### src/rtl/abs_bin_acc_if.sv
`default_nettype none
// +--------------------------------------------------------------------------+
// | Module   : abs_bin_acc_if                                                |
// | Purpose  : Bundles the sample input stream and the valid/ready result    |
// |            port of the windowed sign/magnitude accumulator.              |
// | Ports    : in_valid, sign, abs, clr    - sample stream + clear           |
// |            out_ready                   - consumer accept                 |
// |            out_valid, out_mag,                                           |
// |            out_sign, out_ovf           - registered result               |
// | Modports : master - producer/consumer side (drives inputs)               |
// |            slave  - accumulator side (drives results)                    |
// | Revision : 1.0 - initial release                                         |
// +--------------------------------------------------------------------------+
interface abs_bin_acc_if #(
   parameter int WIDTH = 8
);
   logic             in_valid;
   logic             sign;
   logic             abs;
   logic             clr;
   logic             out_ready;
   logic             out_valid;
   logic [WIDTH:0]   out_mag;
   logic             out_sign;
   logic             out_ovf;

   modport master (
      output in_valid, sign, abs, clr, out_ready,
      input  out_valid, out_mag, out_sign, out_ovf
   );

   modport slave (
      input  in_valid, sign, abs, clr, out_ready,
      output out_valid, out_mag, out_sign, out_ovf
   );
endinterface
`default_nettype wire

### src/rtl/abs_bin_acc.sv
`default_nettype none
// +--------------------------------------------------------------------------+
// | Module   : abs_bin_acc                                                   |
// | Purpose  : Stochastic-to-binary exit point. Counts abs ones and sign     |
// |            ones over a window of 2^WIDTH valid samples and, at each      |
// |            window end, loads the magnitude and a majority-vote sign into |
// |            a valid/ready result register.                                |
// | Ports    : clk   - rising-edge clock                                     |
// |            rst_n - synchronous active-low reset                          |
// |            bus   - abs_bin_acc_if.slave (samples, clr, result handshake) |
// | Revision : 1.0 - initial release                                         |
// +--------------------------------------------------------------------------+
module abs_bin_acc #(
   parameter int WIDTH = 8
) (
   input  logic               clk,
   input  logic               rst_n,
   abs_bin_acc_if.slave       bus
);

   localparam logic [WIDTH-1:0] WLAST = {WIDTH{1'b1}};
   // Sign majority threshold: strictly more than half the window.
   localparam logic [WIDTH:0]   HALF  = (WIDTH+1)'(1) << (WIDTH-1);

   logic [WIDTH-1:0] wcnt;
   logic [WIDTH:0]   mcnt;
   logic [WIDTH:0]   scnt;
   logic [WIDTH:0]   mag_q;
   logic             sign_q;
   logic             valid_q;
   logic             ovf_q;

   logic             win_end;
   logic [WIDTH:0]   mcnt_inc;
   logic [WIDTH:0]   scnt_inc;
   logic             xfer;

   // Counts including the current sample; at window end these are the final
   // totals and can reach 2^WIDTH, which the extra counter bit holds.
   assign mcnt_inc = mcnt + (WIDTH+1)'(bus.abs);
   assign scnt_inc = scnt + (WIDTH+1)'(bus.sign);
   assign win_end  = bus.in_valid && (wcnt == WLAST);
   assign xfer     = valid_q && bus.out_ready;

   always_ff @(posedge clk) begin
      if (!rst_n) begin
         wcnt    <= '0;
         mcnt    <= '0;
         scnt    <= '0;
         mag_q   <= '0;
         sign_q  <= 1'b0;
         valid_q <= 1'b0;
         ovf_q   <= 1'b0;
      end else if (bus.clr) begin
         // Result value is deliberately retained; only its validity goes.
         wcnt    <= '0;
         mcnt    <= '0;
         scnt    <= '0;
         valid_q <= 1'b0;
         ovf_q   <= 1'b0;
      end else begin
         if (win_end) begin
            mag_q   <= mcnt_inc;
            sign_q  <= (scnt_inc > HALF);
            valid_q <= 1'b1;
            wcnt    <= '0;
            mcnt    <= '0;
            scnt    <= '0;
            // Overwriting a result nobody is taking this cycle loses it.
            if (valid_q && !bus.out_ready) begin
               ovf_q <= 1'b1;
            end
         end else begin
            if (bus.in_valid) begin
               wcnt <= wcnt + 1'b1;
               mcnt <= mcnt_inc;
               scnt <= scnt_inc;
            end
            if (xfer) begin
               valid_q <= 1'b0;
            end
         end
      end
   end

   assign bus.out_valid = valid_q;
   assign bus.out_mag   = mag_q;
   assign bus.out_sign  = sign_q;
   assign bus.out_ovf   = ovf_q;

endmodule
`default_nettype wire

### src/flat_wrapper.sv
// flat-port wrapper written by rule: the top's interface ports become plain ports
module abs_bin_acc_flat 
#(
   parameter int WIDTH = 8
)
  (clk, rst_n, bus_in_valid, bus_sign, bus_abs, bus_clr, bus_out_ready, bus_out_valid, bus_out_mag, bus_out_sign, bus_out_ovf);
  abs_bin_acc_if #(.WIDTH(WIDTH)) bus_i ();
  input  logic clk;
  input  logic rst_n;
  input wire logic [$bits(bus_i.in_valid)-1:0] bus_in_valid;
  input wire logic [$bits(bus_i.sign)-1:0] bus_sign;
  input wire logic [$bits(bus_i.abs)-1:0] bus_abs;
  input wire logic [$bits(bus_i.clr)-1:0] bus_clr;
  input wire logic [$bits(bus_i.out_ready)-1:0] bus_out_ready;
  output wire logic [$bits(bus_i.out_valid)-1:0] bus_out_valid;
  output wire logic [$bits(bus_i.out_mag)-1:0] bus_out_mag;
  output wire logic [$bits(bus_i.out_sign)-1:0] bus_out_sign;
  output wire logic [$bits(bus_i.out_ovf)-1:0] bus_out_ovf;
  assign bus_i.in_valid = bus_in_valid;
  assign bus_i.sign = bus_sign;
  assign bus_i.abs = bus_abs;
  assign bus_i.clr = bus_clr;
  assign bus_i.out_ready = bus_out_ready;
  assign bus_out_valid = bus_i.out_valid;
  assign bus_out_mag = bus_i.out_mag;
  assign bus_out_sign = bus_i.out_sign;
  assign bus_out_ovf = bus_i.out_ovf;
  abs_bin_acc #(.WIDTH(WIDTH)) u_core (.clk(clk), .rst_n(rst_n), .bus(bus_i));
endmodule
### config.mk
export PLATFORM = sky130hd
export DESIGN_NAME = abs_bin_acc_flat
export DESIGN_NICKNAME = d
export VERILOG_FILES = /design/src/rtl/abs_bin_acc_if.sv /design/src/rtl/abs_bin_acc.sv /design/src/flat_wrapper.sv
export SDC_FILE = /design/constraint.sdc
export NUM_CORES = 1
export LEC_CHECK = 0
export CAP_MARGIN = 20
export CORE_MARGIN = 10
export CORE_UTILIZATION = 50
export DETAILED_ROUTE_END_ITERATION = 12
export PLACE_DENSITY = 0.75
export SLEW_MARGIN = 20
export SYNTH_ARGS = -nofsm -noshare
export SYNTH_HDL_FRONTEND = slang
export SYNTH_SLANG_ARGS = --single-unit
### constraint.sdc
create_clock -name clk -period 1.84 [get_ports clk]
set_clock_uncertainty 0.05 [all_clocks]
set_input_delay 0.368 -clock clk [delete_from_list [all_inputs] [get_ports clk]]
set_output_delay 0.368 -clock clk [all_outputs]
set_load 0.01 [all_outputs]
* Yosys cells after proc, flatten, opt, wreduce, memory -nomap -nowiden
Index checks and enable logic that the tools add are counted.
** Word-level totals
- Bits in registers :: 38
- Bits in latches :: 0
- RAM bits :: 0
- Memory bits (read-only) :: 0
- Input bits :: 7
- Logic and storage cells :: 25
- Memories kept :: 0
** Operators by class
- $add $sub $neg :: 3
- Multipliers :: 0
- Div/mod/pow operators :: 0
- $lt $le $gt $ge :: 1
- Eq/ne operators :: 1
- Shift operators :: 0
- Multiplexer cells :: 2
- Bitwise logic cells :: 2
- Reductions and logical operators :: 9
** Operators by type and width (number)
- $add 9x1->9 :: 2
- $gt 9x8->1 const B :: 1
- $add 8x1->8 const B :: 1
- $eq 8x8->1 const B :: 1
- $reduce_and 2->1 :: 2
- $logic_and 1x1->1 :: 3
- $reduce_or 3->1 :: 1
- $mux 1 :: 2
- $not 1->1 :: 2
- $reduce_bool 2->1 :: 1
- $reduce_or 2->1 :: 1
- $logic_not 1->1 :: 1

* Logic depth before layout (Yosys ltp)
- Depth after elaboration :: 3
- Depth in mapped cells :: 7
- Depth with buffers taken out :: 7

* Worst setup path after synthesis
OpenSTA, ideal clock, no wires.
- Kind :: input -> register
- Start :: input bus_sign
- End :: register u_core.sign_q, in the netlist u_core.bus.out_sign
- Setup time :: 0.127 ns
- Arrival time :: 1.833 ns
- Slack :: -0.170 ns
- Stages :: 6
- Cells stage by stage :: ha_1 > ha_1 > xor2_1 > or4_4 > o41ai_2 > a31oi_1
** On the way
- Longest elaborated chain between the ends :: 2
** Ends and longest elaborated chain
- start: declaration :: RTL line flat_wrapper.sv:11 : input wire logic [$bits(bus_i.sign)-1:0] bus_sign;
- $add 9x1->9 :: RTL line abs_bin_acc.sv:41 : assign scnt_inc = scnt + (WIDTH+1)'(bus.sign);
- $gt 9x8->1 :: RTL line abs_bin_acc.sv:64 : sign_q <= (scnt_inc > HALF);
- end signal: assignment :: RTL line abs_bin_acc.sv:64
- end: declaration :: RTL line abs_bin_acc.sv:29 : logic sign_q;
Every way passes these cells.
A chain may end at the register's enable or synchronous reset.

* Final worst setup path
- Start :: input bus_abs
- End :: register u_core.mag_q[6], in the netlist u_core.bus.out_mag[6]
** On the way
- Longest elaborated chain between the ends :: 1
** Ends and longest elaborated chain
- start: declaration :: RTL line flat_wrapper.sv:12 : input wire logic [$bits(bus_i.abs)-1:0] bus_abs;
- $add 9x1->9 :: RTL line abs_bin_acc.sv:40 : assign mcnt_inc = mcnt + (WIDTH+1)'(bus.abs);
- end signal: assignment :: RTL line abs_bin_acc.sv:63 : mag_q <= mcnt_inc;
- end: declaration :: RTL line abs_bin_acc.sv:28 : logic [WIDTH:0] mag_q;
Every way passes these cells.

==> reports/qor.csv <==
stage,metric,value,unit
timing,setup_ws,33.5,ps
run_status,status,"complete, no violations",
cells_and_area,drive_gt1_share,15.8,%
grt,grt.overflow.total,0,
drt,drt-total-wl,3480,um
place,place_ws,-473,ps
grt,grt_max_degree,26,
clock_tree,clk_path_buf_depth,2,
place,place_hpwl,2590,um
floorplan,rows,21,
grt,antenna_found_initial,0,
grt,grt_pass1_vias,1389,
yosys,synth.distinct_cells,27,
yosys,synth_area,0.00175,sq mm
power_and_ir_drop,power_leakage,0.819,nW
worst_setup_path,crit_required,2050,ps
cells_and_area,final_cell_mix,"nor2_1, dfxtp_1, xor2_1, clkdlybuf4s50_1, nand2_1",
yosys,synth_area_per_cell,9.14,sq um
yosys,post-synth-top-area-fraction,43.4,%
floorplan,start_util,52.2,%
clock_tree,cts.clk_slew.worst_paths,110,ps
timing,slew_headroom,79.8,%
power_and_ir_drop,vdd_drop_max,0.487,mV
clock_tree,cts-root-buf,clkbuf_4,
cells_and_area,fin_nets,233,
place,dpl.cell_count,259,
timing,min_period_over_period,98.2,%
yosys,syn_nets,204,
clock_tree,clk_latency,340,ps
worst_setup_path,startpoint_type,input port,
drt,drtIter0Drc,62,
clock_tree,cts.sinks,38,
floorplan,die_x,79.2,um
yosys,ys_seq_area_share,43.4,%
floorplan,fp.coreArea,0.00336,sq mm
yosys,ys_ff_latch,38,
floorplan,fp.dieH,79.2,um
worst_setup_path,crit_type,input port to register,
worst_setup_path,crit_fanout,4,
clock_tree,hold_buffers,0,
min_path,hp-class,register to register,
timing,hold_viol,0,
cells_and_area,nFillCells,312,
worst_setup_path,crit_path_end_kind,register,
grt,grt_use_total,12.3,%
cells_and_area,multi_input_area,967,sq um
yosys,synthTopCellsByArea,"dfxtp_1, xor2_1, nor2_1",
yosys,yosysWarnings,0,
clock_tree,cts_tree,yes,
yosys,postSynthCellCount,192,
drt,drtPass1Iterations,4,
drt,routed_via_density,5.01,
cells_and_area,instances_no_fill,268,
cells_and_area,area_growth,24.5,%
timing,fin_setup_tns,0,ps
job,maxCapViolCount,0,
power_and_ir_drop,cellPowerDensity,665,mW/mm^2
worst_setup_path,crit_arrival,2020,ps
power_and_ir_drop,power,0.00145,W
drt,via_count,1344,
cells_and_area,seq_area,762,sq um
floorplan,dieArea,0.00628,sq mm
grt,grt_pass1_wl,6160,um
floorplan,ios,19,
place,port_buffers,18,
place,gp_congestion,0.837,
yosys,yosysTopAreaCell,dfxtp_1,
timing,slew_viol_final,0,
drt,routedWlPerCell,13.0,um
timing,rsz0062_at_grt,yes,
timing,period_minus_slack,1810,ps
timing,setup_viol,0,
drt,drc,0,
clock_tree,cts-htree-levels,2,
timing,max_freq,554,MHz
cells_and_area,antenna_cells,0,
timing,worst_slew_pin_slew,303,ps
drt,ant_nets,0,
cells_and_area,final_common_cell,nor2_1,
clock_tree,cts_made_buffers,5,
## cell usage after synthesis
cell type,count
buf_4,1
clkbuf_1,4
nand3_1,4
clkinv_1,1
buf_2,3
nand4_4,1
mux2i_1,7
nor2_4,1
o41ai_2,1
xnor2_1,11
nand2_1,14
and3_1,7
a31oi_1,1
or3_1,1
o21ai_0,2
nand4_1,7
nand3_2,1
ha_1,5
a21oi_1,2
dfxtp_1,38
xor2_1,23
nor2_1,43
a211oi_1,7
buf_6,2
nand2b_1,3
inv_1,1
or4_4,1
## per-stage QoR
stage	util [%]	hold WS, ps	area (sq um)
floorplan	-	415	1760
global placement	61.2	404	2060
detailed placement	61.2	431	2060
CTS	64.4	457	2170
global route	65.0	485	2180
finish	65.0	448	2180
## layer usage
metal,track usage [%],routed length (um)
met5,0,0
met1,12.6,1470
met3,4.17,179
met2,21.8,1760
met4,5.91,68
## cell type report
type	count	area share, %
clock buffers	5	1.72
clock inverters	3	1.83
inverters	2	0.344
multi-input cells	142	44.3
flip-flops and latches	38	34.9
well taps	46	2.63
repair buffers	32	14.3
## final timing paths
| check | start | end | slack [ps] | cells after the start |
|---|---|---|---|---|
| setup / recovery | bus_abs | u_core.bus.out_mag[6] | 30 | 8 |
| hold reg to reg | u_core.bus.out_ovf | u_core.bus.out_ovf | 450 | 2 |
| hold / removal | u_core.bus.out_ovf | u_core.bus.out_ovf | 450 | 2 |
| setup reg to reg | u_core.scnt[0] | u_core.bus.out_sign | 40 | 6 |
## registers in the layout, summed over array words and instances (netlist names)
register,flops
u_core.wcnt,8
u_core.bus.out_ovf,1
u_core.mcnt,9
u_core.scnt,9
u_core.bus.out_mag,9
u_core.bus.out_sign,1
u_core.bus.out_valid,1
## logic make-up after synthesis
| logic type | Yosys count | synth area share [%] |
|---|---|---|
| buf+inv | 12 | 3.85 |
| compound gates | 13 | 5.42 |
| fa+ha+maj | 5 | 3.57 |
| flops | 38 | 43.4 |
| xor+xnor | 34 | 17.0 |
| mux | 7 | 3.99 |
| simple gates | 83 | 22.8 |
## repair_timing
| item | in CTS | in global routing |
|---|---|---|
| endpoints found under the setup margin | 2 | 3 |
| pin swaps | 3 | 2 |
| gates resized for setup | 7 | 4 |
| buffers inserted | 0 | 1 |
## power by group
group          internal, W  switching [W]
Sequential        0.000826     0.00000295
Clock             0.000282       0.000275
Combinational    0.0000337      0.0000325
Total              0.00114       0.000311
## worst max-delay path, stage by stage
cell             delay [ps]
clkdlybuf4s50_1         420
ha_2                    200
ha_2                    170
and3_4                  180
and3_4                  190
buf_4                   140
xnor2_1                 110
a211oi_1                240
No activity file was read; power rests on OpenSTA's default activity.
